$ cat src/rtl/sbox_pkg.sv
// Shared definitions for the time-multiplexed substitution layer:
// FSM states, nibble width and a reference S-box table.
package sbox_pkg;

  localparam int NIB_W = 4;

  typedef enum logic [1:0] {
    IDLE    = 2'd0,
    SUB     = 2'd1,
    RND_END = 2'd2,
    DONE    = 2'd3
  } state_e;

  // Reference mapping x -> r; the datapath itself uses sbox instances.
  localparam logic [3:0] SBOX_TBL [16] = '{
    4'hC, 4'h5, 4'h6, 4'hB, 4'h9, 4'h0, 4'hA, 4'hD,
    4'h3, 4'hE, 4'hF, 4'h8, 4'h4, 4'h7, 4'h1, 4'h2
  };

endpackage

$ cat src/rtl/sbox.sv
// 4-bit substitution box, combinational x -> r.
module sbox (
  input  logic [3:0] x,
  output logic [3:0] r
);

  always_comb begin
    r = 4'h0;
    case (x)
      4'h0: r = 4'hC;
      4'h1: r = 4'h5;
      4'h2: r = 4'h6;
      4'h3: r = 4'hB;
      4'h4: r = 4'h9;
      4'h5: r = 4'h0;
      4'h6: r = 4'hA;
      4'h7: r = 4'hD;
      4'h8: r = 4'h3;
      4'h9: r = 4'hE;
      4'hA: r = 4'hF;
      4'hB: r = 4'h8;
      4'hC: r = 4'h4;
      4'hD: r = 4'h7;
      4'hE: r = 4'h1;
      4'hF: r = 4'h2;
    endcase
  end

endmodule

$ cat src/rtl/sbox_lane_mux.sv
// LANES sbox instances fed from nibble group idx of the state; the
// substituted group is merged back into an otherwise unchanged next state.
module sbox_lane_mux
  import sbox_pkg::*;
#(
  parameter int BLOCK_W = 64,
  parameter int LANES   = 4,
  parameter int IDX_W   = 1
) (
  input  logic [BLOCK_W-1:0] state_i,
  input  logic [IDX_W-1:0]   idx_i,
  output logic [BLOCK_W-1:0] next_o
);

  localparam int GW = LANES * NIB_W;
  localparam int G  = BLOCK_W / GW;

  logic [GW-1:0] grp_in, grp_out;

  always_comb begin
    grp_in = '0;
    for (int g = 0; g < G; g++)
      if (idx_i == IDX_W'(g)) grp_in = state_i[g*GW +: GW];
  end

  for (genvar l = 0; l < LANES; l++) begin : g_lane
    sbox u_sbox (
      .x(grp_in[l*NIB_W +: NIB_W]),
      .r(grp_out[l*NIB_W +: NIB_W])
    );
  end

  always_comb begin
    next_o = state_i;
    for (int g = 0; g < G; g++)
      if (idx_i == IDX_W'(g)) next_o[g*GW +: GW] = grp_out;
  end

endmodule

$ cat src/rtl/sbox_layer_ctrl.sv
// Substitution-layer engine: key XOR, LANES-wide S-box sweep over all nibble
// groups, rotation, repeated ROUNDS times, with valid/ready on both sides.
module sbox_layer_ctrl
  import sbox_pkg::*;
#(
  parameter int BLOCK_W = 64,
  parameter int LANES   = 4,
  parameter int ROUNDS  = 1,
  parameter int ROT     = 0
) (
  input  logic               clk,
  input  logic               rst,
  input  logic               in_valid,
  output logic               in_ready,
  input  logic [BLOCK_W-1:0] in_data,
  input  logic [BLOCK_W-1:0] in_key,
  output logic               out_valid,
  input  logic               out_ready,
  output logic [BLOCK_W-1:0] out_data,
  output logic               busy
);

  localparam int G     = BLOCK_W / (NIB_W * LANES);
  localparam int IDX_W = (G > 1) ? $clog2(G) : 1;
  localparam int RND_W = (ROUNDS > 1) ? $clog2(ROUNDS) : 1;
  localparam logic [IDX_W-1:0] IDX_LAST = IDX_W'(G - 1);
  localparam logic [RND_W-1:0] RND_LAST = RND_W'(ROUNDS - 1);

  state_e             fsm_q, fsm_d;
  logic [BLOCK_W-1:0] st_q, st_d, key_q, key_d, sub_nxt, rot_s;
  logic [IDX_W-1:0]   idx_q, idx_d;
  logic [RND_W-1:0]   rnd_q, rnd_d;

  sbox_lane_mux #(
    .BLOCK_W(BLOCK_W),
    .LANES  (LANES),
    .IDX_W  (IDX_W)
  ) u_mux (
    .state_i(st_q),
    .idx_i  (idx_q),
    .next_o (sub_nxt)
  );

  // With ROT=0 the right shift spans the full width and contributes zero.
  assign rot_s = (st_q << ROT) | (st_q >> (BLOCK_W - ROT));

  always_comb begin
    fsm_d = fsm_q;
    st_d  = st_q;
    key_d = key_q;
    idx_d = idx_q;
    rnd_d = rnd_q;
    case (fsm_q)
      IDLE: if (in_valid) begin
        st_d  = in_data ^ in_key;
        key_d = in_key;
        idx_d = '0;
        rnd_d = '0;
        fsm_d = SUB;
      end
      SUB: begin
        st_d = sub_nxt;
        if (idx_q == IDX_LAST) begin
          idx_d = '0;
          fsm_d = RND_END;
        end else begin
          idx_d = idx_q + 1'b1;
        end
      end
      RND_END: if (rnd_q == RND_LAST) begin
        st_d  = rot_s;
        fsm_d = DONE;
      end else begin
        st_d  = rot_s ^ key_q;
        rnd_d = rnd_q + 1'b1;
        fsm_d = SUB;
      end
      DONE: if (out_ready) fsm_d = IDLE;
      default: fsm_d = IDLE;
    endcase
  end

  always_ff @(posedge clk) begin
    if (rst) begin
      fsm_q <= IDLE;
      st_q  <= '0;
      key_q <= '0;
      idx_q <= '0;
      rnd_q <= '0;
    end else begin
      fsm_q <= fsm_d;
      st_q  <= st_d;
      key_q <= key_d;
      idx_q <= idx_d;
      rnd_q <= rnd_d;
    end
  end

  assign in_ready  = (fsm_q == IDLE);
  assign out_valid = (fsm_q == DONE);
  assign busy      = (fsm_q != IDLE);
  assign out_data  = st_q;

endmodule

$ cat config.mk
export PLATFORM = sky130hd
export DESIGN_NAME = sbox_layer_ctrl
export DESIGN_NICKNAME = d
export VERILOG_FILES = /design/src/rtl/sbox_pkg.sv /design/src/rtl/sbox.sv /design/src/rtl/sbox_lane_mux.sv /design/src/rtl/sbox_layer_ctrl.sv
export SDC_FILE = /design/constraint.sdc
export NUM_CORES = 1
export LEC_CHECK = 0
export ABC_AREA = 1
export BUFFER_PORTS_ARGS = -buffer_cell sky130_fd_sc_hd__clkbuf_2
export CAP_MARGIN = 30
export CORE_UTILIZATION = 40
export DETAILED_ROUTE_END_ITERATION = 16
export GPL_ROUTABILITY_DRIVEN = 0
export SETUP_SLACK_MARGIN = 0.2
export SYNTH_ARGS = -nofsm -noshare
export SYNTH_HDL_FRONTEND = slang
export SYNTH_SLANG_ARGS = --single-unit
$ cat constraint.sdc
create_clock -name clk -period 5.7 [get_ports clk]
set_input_delay 0.57 -clock clk [delete_from_list [all_inputs] [get_ports clk]]
set_output_delay 0.57 -clock clk [all_outputs]
set_load 0.05 [all_outputs]
==> results.md <==
* Hold Path Class: in2reg
* Area contributors post-synth: dfxtp_1 30%, nand2_1 16%, o21ai_0 7.4%
* Pins Over Slew Limit at 0
* CTS sink count at 132
* CP endpoint kind: flip-flop
* Clock Pin Slew Worst Setup and Hold Paths at 0.06 ns
* Outcome: completed
* DPL Wire Length at 20.2 mm
* Area leader, netlist: dfxtp_1
* Pwr/cell area at 695 mW/mm^2
* Die area at 0.0223 sq mm
* Relative slew slack at 0.389
* Vias in the first global route at 7994
* # hold bufs at CTS at 0
* Core ar. at 0.0212 sq mm
* Routed WL at 28.4 mm
* Final setup margin at 2.68 ns
* Root Driver: clkbuf_16
* H-Tree Depth at 4
* Final #Nets at 1608
* Die Height at 149 um
* CTS tree: done
* DRT iter0 DRCs at 571
* Placed insts at 1712
* Unrepaired setup endpoints after global routing: no
* Post-Synthesis Cells at 1303
* Syn Nets at 1455
* Setup crit start kind: flip-flop
* P&R area growth vs syn at 18.8%
* Fin cells at 1744
* Critical path class: reg2reg
* Drt via density at 5.19
* Max VDD drop at 0.483 mV
* DRT Pass-1 Iters at 7
* CP arrival at 3.38 ns
* Die Wd at 149 um
* Post-Syn Area at 0.00869 sq mm
* Fraction of layout cells with a size suffix above 1 at 0.263
* Port bufs at 198
* Max Cap Viol at 0
* Via count at 9046
* Post-route DRC at 0
* Area of the multi-input gates at 0.00541 sq mm
* Clock Latency Late Sink at 0.43 ns
* Clock Skews at 0.00931 ns
* Sum of negative setup slack at 0 ns
* First-pass GRT wire length at 44.0 mm
* Synthesized area per cell at 6.67 sq um
* Overflow after GRT at 0
* Final Cell Area at 0.0103 sq mm
* Yosys Warn Count at 0
* Post_cts resized at 0
* Endpoints failing setup at 0
* Starting density of the core at 0.411
* CTS Buf Count at 17
* Worst slew pin tran at 0.915 ns
* Tot GR Track Use at 0.257
* Seq/Total Area, Yosys at 0.304
* Initial antenna violation count at 0
* Postcts setup bufs at 0
* Placed cell area at 0.00976 sq mm
* Io pins at 199
* Longest Clk Path Bufs at 2
* Final Critical Period at 3.02 ns
* Pre-CTS setup slack at 2.69 ns
* Worst hold margin at 0.378 ns
* Register bit total from synthesis at 132
* Post-synth ARST share at 0
* Post-synth top area share at 0.304
* WL/cell at 16.3 um
* Required arrival time at the worst endpoint at 6.05 ns
* Row Count at 53
* CP Max Fanout at 17
* Diode count at 0
* Number of synthesized flops with an enable pin at 0
* LEAKAGE at 4.95 nW
* Hold Vio Cnt, Final at 0
* Register area at 0.00264 sq mm
* Largest net degree at the start of global routing at 83
* Post-route clock period utilization at 0.530
* Netlist cell types at 35
* Fmax at 331 MHz
* Post-route ant nets at 0
* Synth Flop Type: dfxtp_1
* Filler instances at 2189
[worst paths after layout]
kind,slack (ns),cells past startpoint,endpoint,startpoint
max,2.68,17,out_data[43],idx_q[0]
min,0.38,3,key_q[4],in_key[4]
max reg2reg,2.68,17,out_data[43],idx_q[0]
min reg2reg,0.50,2,key_q[60],key_q[60]
[layer usage]
metal | wire (um) | vias up | track usage | part of all wire
met1 | 12600 | 4109 | 0.346 | 0.44
met2 | 13000 | 307 | 0.405 | 0.46
li1 | - | 4581 | - | -
met3 | 2050 | 49 | 0.0505 | 0.072
met5 | 0 | - | 0 | 0
met4 | 780 | 0 | 0.0964 | 0.027
[area by class of cell]
| type | count | area share |
|---|---|---|
| Clock buffer | 22 | 0.0440 |
| Clock inverter | 10 | 0.0104 |
| Inverter | 74 | 0.0281 |
| Multi-Input combinational cell | 1024 | 0.524 |
| Sequential cell | 132 | 0.256 |
| Tap cell | 275 | 0.0333 |
| Timing Repair Buffer | 207 | 0.104 |
[cell usage in the layout, fill, tap and decap left out, types with 2 or more instances in the layout]
cell type	netlist	final
clkbuf_2	0	198
nand2_1	375	375
clkbuf_1	56	4
xnor2_1	64	64
nand3_2	18	18
a21oi_2	21	20
inv_1	63	60
o21ai_0	129	129
inv_6	2	2
a21oi_4	5	6
bufinv_16	0	2
nand3_1	35	35
a211oi_1	2	2
or2_2	64	64
clkbuf_16	0	17
nor2_1	96	94
nand3b_1	2	2
inv_2	9	11
clkinv_2	0	5
dfxtp_1	132	132
nor2_2	3	5
nand2_2	19	19
a31oi_1	64	64
o21ai_1	2	2
buf_4	1	8
o21ai_2	3	3
a21oi_1	96	96
ha_1	20	19
clkinvlp_4	0	3
[worst max-delay path: stages, from the launching register on]
cell and delay, ns:
dfxtp_1 0.32, inv_1 0.12, ha_1 0.76, inv_6 0.20
nor2_1 0.14, nor2_1 0.06, nand2_1 0.08, nand2_2 0.08
ha_1 0.30, inv_1 0.07, nand3_1 0.07, nand2_1 0.06
inv_1 0.04, nand2_1 0.06, nand3_2 0.24, nand2_1 0.14
nand2_1 0.05, a21oi_1 0.13
[through the flow]
| step | total power [W] | utilization |
|---|---|---|
| floorplan | 0.00497 | - |
| global placement | 0.00604 | 0.460 |
| detailed placement | 0.00611 | 0.462 |
| CTS | 0.00719 | 0.488 |
| global route | 0.00777 | 0.488 |
| finish | 0.00718 | 0.488 |
[flip-flops by register name, indices dropped and copies added, names as in the netlist]
name      cells
key_q        64
fsm_q         2
idx_q         2
out_data     64
[cells in the mapped netlist (all sizes together), types with 20 or more instances]
cell type and count:
a31oi 64, nand2 394, a21oi 122, ha 20, nand3 54, o21ai 134
xnor2 64, or2 65, clkbuf 56, inv 74, nor2 99, dfxtp 132
[logic make-up after synthesis]
kind of cell	count (synthesis)	synth area share
AOI/OAI and AO/OA	325	0.215
xor gates and xnor gates	64	0.0645
adders and majority gates	20	0.0288
buffers and inverters	147	0.0765
DFF	132	0.304
and+or+nand+nor	615	0.311
[where the power goes]
group,internal (W),leakage (nW),switching (W)
clock,0.000650,0.270,0.000421
sequential,0.00124,1.09,0.000358
combinational,0.00138,3.58,0.00313
No activity file was read; power rests on OpenSTA's default activity.
